==> src/rtl/mem_bus_ctrl.sv <==
// ============================================================================
// Module      : mem_bus_ctrl
// Description : Bridges the CPU data bus to a single-port synchronous SRAM
//               with one-cycle read latency. Inserts WAIT_STATES idle cycles
//               before the SRAM access and rejects misaligned or
//               out-of-range accesses with a one-cycle fault response.
// Revision    : 1.0 - initial release
// ============================================================================
`default_nettype none

module mem_bus_ctrl #(
    parameter int ADDR_WIDTH  = 12,
    parameter int WAIT_STATES = 0
) (
    input  logic                  clk,
    input  logic                  res,
    input  logic [31:0]           db_addr,
    input  logic [1:0]            db_accessType,
    input  logic [31:0]           db_dataOut,
    output logic [31:0]           db_dataIn,
    output logic                  db_ready,
    output logic                  bus_fault,
    output logic                  busy,
    output logic                  sram_en,
    output logic                  sram_we,
    output logic [ADDR_WIDTH-1:0] sram_addr,
    output logic [31:0]           sram_wdata,
    input  logic [31:0]           sram_rdata
);

    // Access type encoding shared with the CPU data bus
    localparam logic [1:0] ACC_NONE = 2'd0;
    localparam logic [1:0] ACC_R    = 2'd1;
    localparam logic [1:0] ACC_W    = 2'd2;
    localparam logic [1:0] ACC_X    = 2'd3;

    localparam logic [3:0] WAIT_LOAD = 4'(WAIT_STATES);

    typedef enum logic [2:0] {
        S_IDLE  = 3'd0,
        S_WAIT  = 3'd1,
        S_MEM   = 3'd2,
        S_RESP  = 3'd3,
        S_FAULT = 3'd4
    } state_t;

    state_t                state_q, state_d;
    logic [ADDR_WIDTH-1:0] addr_q, addr_d;
    logic [1:0]            type_q, type_d;
    logic [31:0]           wdata_q, wdata_d;
    logic [3:0]            wait_cnt_q, wait_cnt_d;

    logic misaligned;
    logic out_of_range;

    // Address checks on the live bus; only consulted when capturing in IDLE
    always_comb begin
        misaligned   = (db_addr[1:0] != 2'b00);
        out_of_range = ((db_addr >> (ADDR_WIDTH + 2)) != 32'd0);
    end

    // State and request registers; reset abandons any access in flight
    always_ff @(posedge clk or negedge res) begin
        if (!res) begin
            state_q    <= S_IDLE;
            addr_q     <= '0;
            type_q     <= ACC_NONE;
            wdata_q    <= '0;
            wait_cnt_q <= '0;
        end else begin
            state_q    <= state_d;
            addr_q     <= addr_d;
            type_q     <= type_d;
            wdata_q    <= wdata_d;
            wait_cnt_q <= wait_cnt_d;
        end
    end

    // Next-state logic: capture in IDLE, count waits, then one MEM and one response cycle
    always_comb begin
        state_d    = state_q;
        addr_d     = addr_q;
        type_d     = type_q;
        wdata_d    = wdata_q;
        wait_cnt_d = wait_cnt_q;
        case (state_q)
            S_IDLE: begin
                if (db_accessType != ACC_NONE) begin
                    addr_d  = db_addr[ADDR_WIDTH+1:2];
                    type_d  = db_accessType;
                    wdata_d = db_dataOut;
                    if (misaligned || out_of_range) begin
                        state_d = S_FAULT;
                    end else if (WAIT_STATES == 0) begin
                        state_d = S_MEM;
                    end else begin
                        wait_cnt_d = WAIT_LOAD;
                        state_d    = S_WAIT;
                    end
                end
            end
            S_WAIT: begin
                wait_cnt_d = wait_cnt_q - 4'd1;
                if (wait_cnt_q == 4'd1) begin
                    state_d = S_MEM;
                end
            end
            S_MEM:   state_d = S_RESP;
            S_RESP:  state_d = S_IDLE;
            S_FAULT: state_d = S_IDLE;
            default: state_d = S_IDLE;
        endcase
    end

    // Outputs: SRAM side depends only on state and latched registers
    always_comb begin
        sram_en    = 1'b0;
        sram_we    = 1'b0;
        sram_addr  = addr_q;
        sram_wdata = wdata_q;
        db_ready   = 1'b0;
        bus_fault  = 1'b0;
        db_dataIn  = 32'd0;
        busy       = (state_q != S_IDLE);
        case (state_q)
            S_MEM: begin
                sram_en = 1'b1;
                sram_we = (type_q == ACC_W);
            end
            S_RESP: begin
                db_ready  = 1'b1;
                db_dataIn = ((type_q == ACC_R) || (type_q == ACC_X)) ? sram_rdata : 32'd0;
            end
            S_FAULT: begin
                db_ready  = 1'b1;
                bus_fault = 1'b1;
            end
            default: ;
        endcase
    end

endmodule

`default_nettype wire

==> config.mk <==
export PLATFORM = sky130hd
export DESIGN_NAME = mem_bus_ctrl
export DESIGN_NICKNAME = d
export VERILOG_FILES = /design/src/rtl/mem_bus_ctrl.sv
export SDC_FILE = /design/constraint.sdc
export NUM_CORES = 1
export LEC_CHECK = 0
export ABC_AREA = 1
export CORE_ASPECT_RATIO = 1.1
export CORE_MARGIN = 5
export CORE_UTILIZATION = 33
export CTS_BUF_LIST = sky130_fd_sc_hd__clkbuf_4 sky130_fd_sc_hd__clkbuf_8
export CTS_CLUSTER_DIAMETER = 150
export DETAILED_ROUTE_END_ITERATION = 12
export HOLD_SLACK_MARGIN = 0.06
export PLACE_DENSITY_LB_ADDON = 0.1
export SYNTH_ARGS = -nofsm -noshare
export SYNTH_HDL_FRONTEND = slang
export SYNTH_SLANG_ARGS = --single-unit
==> constraint.sdc <==
create_clock -name clk -period 1.4 [get_ports clk]
set_clock_uncertainty 0.05 [all_clocks]
set_input_delay 0.35 -clock clk [delete_from_list [all_inputs] [get_ports clk]]
set_output_delay 0.35 -clock clk [all_outputs]
set_load 0.02 [all_outputs]
==> impl_metrics.env <==
export IMPL_outcome="finished, violations left"
export IMPL_violations="negative setup slack"
export IMPL_dieArea_mm2=0.009807
export IMPL_seq_area_frac_synth_pct=50.72
export IMPL_via_count=2836
export IMPL_drive_above_1_share_pct=39.52
export IMPL_ys_types=28
export IMPL_fmax_mhz=537.7
export IMPL_path_clk_slew_ns=0.09
export IMPL_reg2reg_slack_ns=-0.31
export IMPL_die_x_um=94.88
export IMPL_finalInstanceArea_mm2=0.005273
export IMPL_wire_per_inst_um=14.08
export IMPL_cts_max_path_buffers=2
export IMPL_whs_ns=0.4358
export IMPL_drv_cap=0
export IMPL_power_density_mw_per_mm2=883.1
export IMPL_finalMaxSlewViolations=0
export IMPL_hold_viol_final=0
export IMPL_die_y_um=103.4
export IMPL_firstDrtPassIters=3
export IMPL_ys_ff_latch=53
export IMPL_port_buffers=180
export IMPL_rr_endpoint="sram_wdata[15]"
export IMPL_synthArstFlopShare_pct=100.0
export IMPL_cts_buffers=5
export IMPL_antenna_found_initial=0
export IMPL_arrival_ns=1.46
export IMPL_htreeDepth=2
export IMPL_n_antenna_cell=0
export IMPL_gp_congestion=0.7193
export IMPL_syn_area_per_cell_um2=7.997
export IMPL_p_leak_nw=2.498
export IMPL_netlist_instances=327
export IMPL_synth_edff_count=0
export IMPL_grt_max_degree=54
export IMPL_yosys_warnings=0
export IMPL_yosys_area_top_type="dfrtp_1"
export IMPL_worstSkewPairLatency_ns=0.30
export IMPL_grt_pass1_wl_um=13280
export IMPL_critPathRequiredTime_ns=1.00
export IMPL_drt_iter0_drc=69
export IMPL_routed_via_density=4.350
export IMPL_pre_cts_ws_ns=-0.6411
export IMPL_synthFlopType="dfrtp_1"
export IMPL_final_nets=646
export IMPL_drcViolationCount=0
export IMPL_synth_area_top_cells="dfrtp_1 (51%), nand2_1 (24%), nor2_1 (6.5%)"
export IMPL_worst_pin_slew_ns=0.2958
export IMPL_grt_pass1_vias=2740
export IMPL_root_buffer="clkbuf_8"
export IMPL_core_area_mm2=0.007828
export IMPL_reg2reg_from="state_q[2]"
export IMPL_worst_slack_ns=-0.4599
export IMPL_rsz0062_at_grt="yes"
export IMPL_area_growth_pct=101.6
export IMPL_rr_worst_depth=10
export IMPL_whs_path_depth=2
export IMPL_synth_top_area_share_pct=50.72
export IMPL_placed_area_mm2=0.004848
export IMPL_rows=34
export IMPL_hold_class="flop to flop"
export IMPL_crit_path_end_kind="primary output"
export IMPL_gr_total_overflow=0
export IMPL_num_fill_cells=667
export IMPL_ios=181
export IMPL_cts_tree="done"
export IMPL_multiInputGateArea_mm2=0.001380
export IMPL_synth_net_count=429
export IMPL_cp_start_kind="flop"
export IMPL_crit_fanout=9
export IMPL_worst_setup_path_type="flop to primary output"
export IMPL_peakVddDrop_mv=0.7200
export IMPL_track_usage_pct=17.22
export IMPL_setup_viol=87
export IMPL_initial_core_util_pct=33.41
export IMPL_mappedNetlistArea_mm2=0.002615
export IMPL_fin_crit_sh_pct=132.8
export IMPL_wl_um=9179
export IMPL_min_period_ns=1.860
export IMPL_drtAntennaViolNets=0
export IMPL_register_area_mm2=0.001328
export IMPL_slew_headroom_pct=80.28
export IMPL_hpwl_um=6182
export IMPL_cts_sinks=53
export IMPL_startpoint="state_q[2]"
export IMPL_endpoint="db_dataIn[10]"
-- report_power, final --
| group | total [mW] | internal [mW] | switching [mW] | leakage [nW] |
|---|---|---|---|---|
| combinational | 1.87 | 0.862 | 1.00 | 1.80 |
| clock | 0.882 | 0.392 | 0.490 | 0.0433 |
| sequential | 1.91 | 1.77 | 0.141 | 0.655 |
-- flip-flops by register name, indices dropped and copies added, names as in the netlist --
| signal | count |
|---|---|
| sram_wdata | 32 |
| sram_addr | 12 |
| wait_cnt_q | 4 |
| state_q | 3 |
| type_q | 2 |
-- worst min-delay path by stage --
stage / startpoint / slack, ns / to
after global placement: res / 0.32 / sram_wdata[22]
final: sram_wdata[0] / 0.44 / sram_wdata[0]
after global routing: sram_wdata[19] / 0.46 / sram_wdata[19]
after detailed placement: res / 0.31 / sram_wdata[18]
after floorplan: res / 0.004 / sram_addr[0]
after CTS: sram_wdata[24] / 0.44 / sram_wdata[24]
-- per-layer routing --
layer  vias to the layer above  GRT usage [%]  share of wire [%]
met1                      1307          19.54                 38
met5                         -              0                  0
met3                         5          5.789                9.5
met2                       114          31.29                 51
li1                       1410              -                  -
met4                         0          3.996               0.69
-- synthesized netlist by cell type (2+ instances only) --
cell / n
nand4_1: 2
inv_1: 11
buf_4: 2
dfrtp_1: 53
clkbuf_1: 3
inv_2: 3
clkbuf_8: 4
nor3_1: 2
nand2_1: 164
ha_1: 2
nand2_2: 11
o21ai_0: 4
buf_8: 3
nor2_1: 45
nand3_1: 3
xor2_1: 3
-- critical path: stages, from the launching register on --
cell and delay (ns):
dfrtp_2 0.43, nor3_4 0.22, inv_4 0.11, buf_12 0.17, nor2_4 0.11, buf_6 0.12
-- cells by family after synthesis --
family | synth area share (%)
simple gates | 37.13
fa+ha+maj | 0.9568
flops | 50.72
xor+xnor | 1.005
compound gates | 1.340
buf+inv | 8.851
-- cells in the final DEF (no fill, tap or decap), types with 8 or more instances in the layout --
| master | count |
|---|---|
| nand2_1 | 143 |
| dfrtp_1 | 52 |
| clkbuf_2 | 27 |
| clkdlybuf4s50_1 | 98 |
| buf_6 | 39 |
| buf_12 | 8 |
| buf_2 | 8 |
| nor2_1 | 14 |
| nand2_2 | 32 |
| nor2_4 | 31 |
| buf_4 | 24 |
| clkdlybuf4s15_2 | 10 |
-- area by class of cell --
cell class	instances	area share, %
Clock buffer	6	1.566
Clock inverter	1	0.1424
Inverter	15	1.471
Multi-Input combinational cell	244	26.17
Sequential cell	53	25.18
Tap cell	108	2.563
Timing Repair Buffer	220	41.31
Timing Repair inverter	5	1.590
-- through the flow --
step                power, mW  instances  TNS, ns  utilization, %
detailed placement      3.681        622   -34.22           61.94
global route            4.938        652   -33.77           67.36
global placement        3.659        622   -33.53           61.94
CTS                     4.662        641   -19.87           66.85
floorplan               2.763        327   -2.108               -
finish                  4.656        652   -28.39           67.36
-- what timing repair did --
item / 4_1_cts / 5_1_grt
setup buffers: 8 / 6
hold buffers: 1 / 0
gates resized for setup: 353 / 62
endpoints found under the hold margin: 53 / 0
endpoints found under the setup margin: 127 / 119
pin swaps: 3 / 8
cloned: 4 / 5
(Power assumes the default switching activity.)
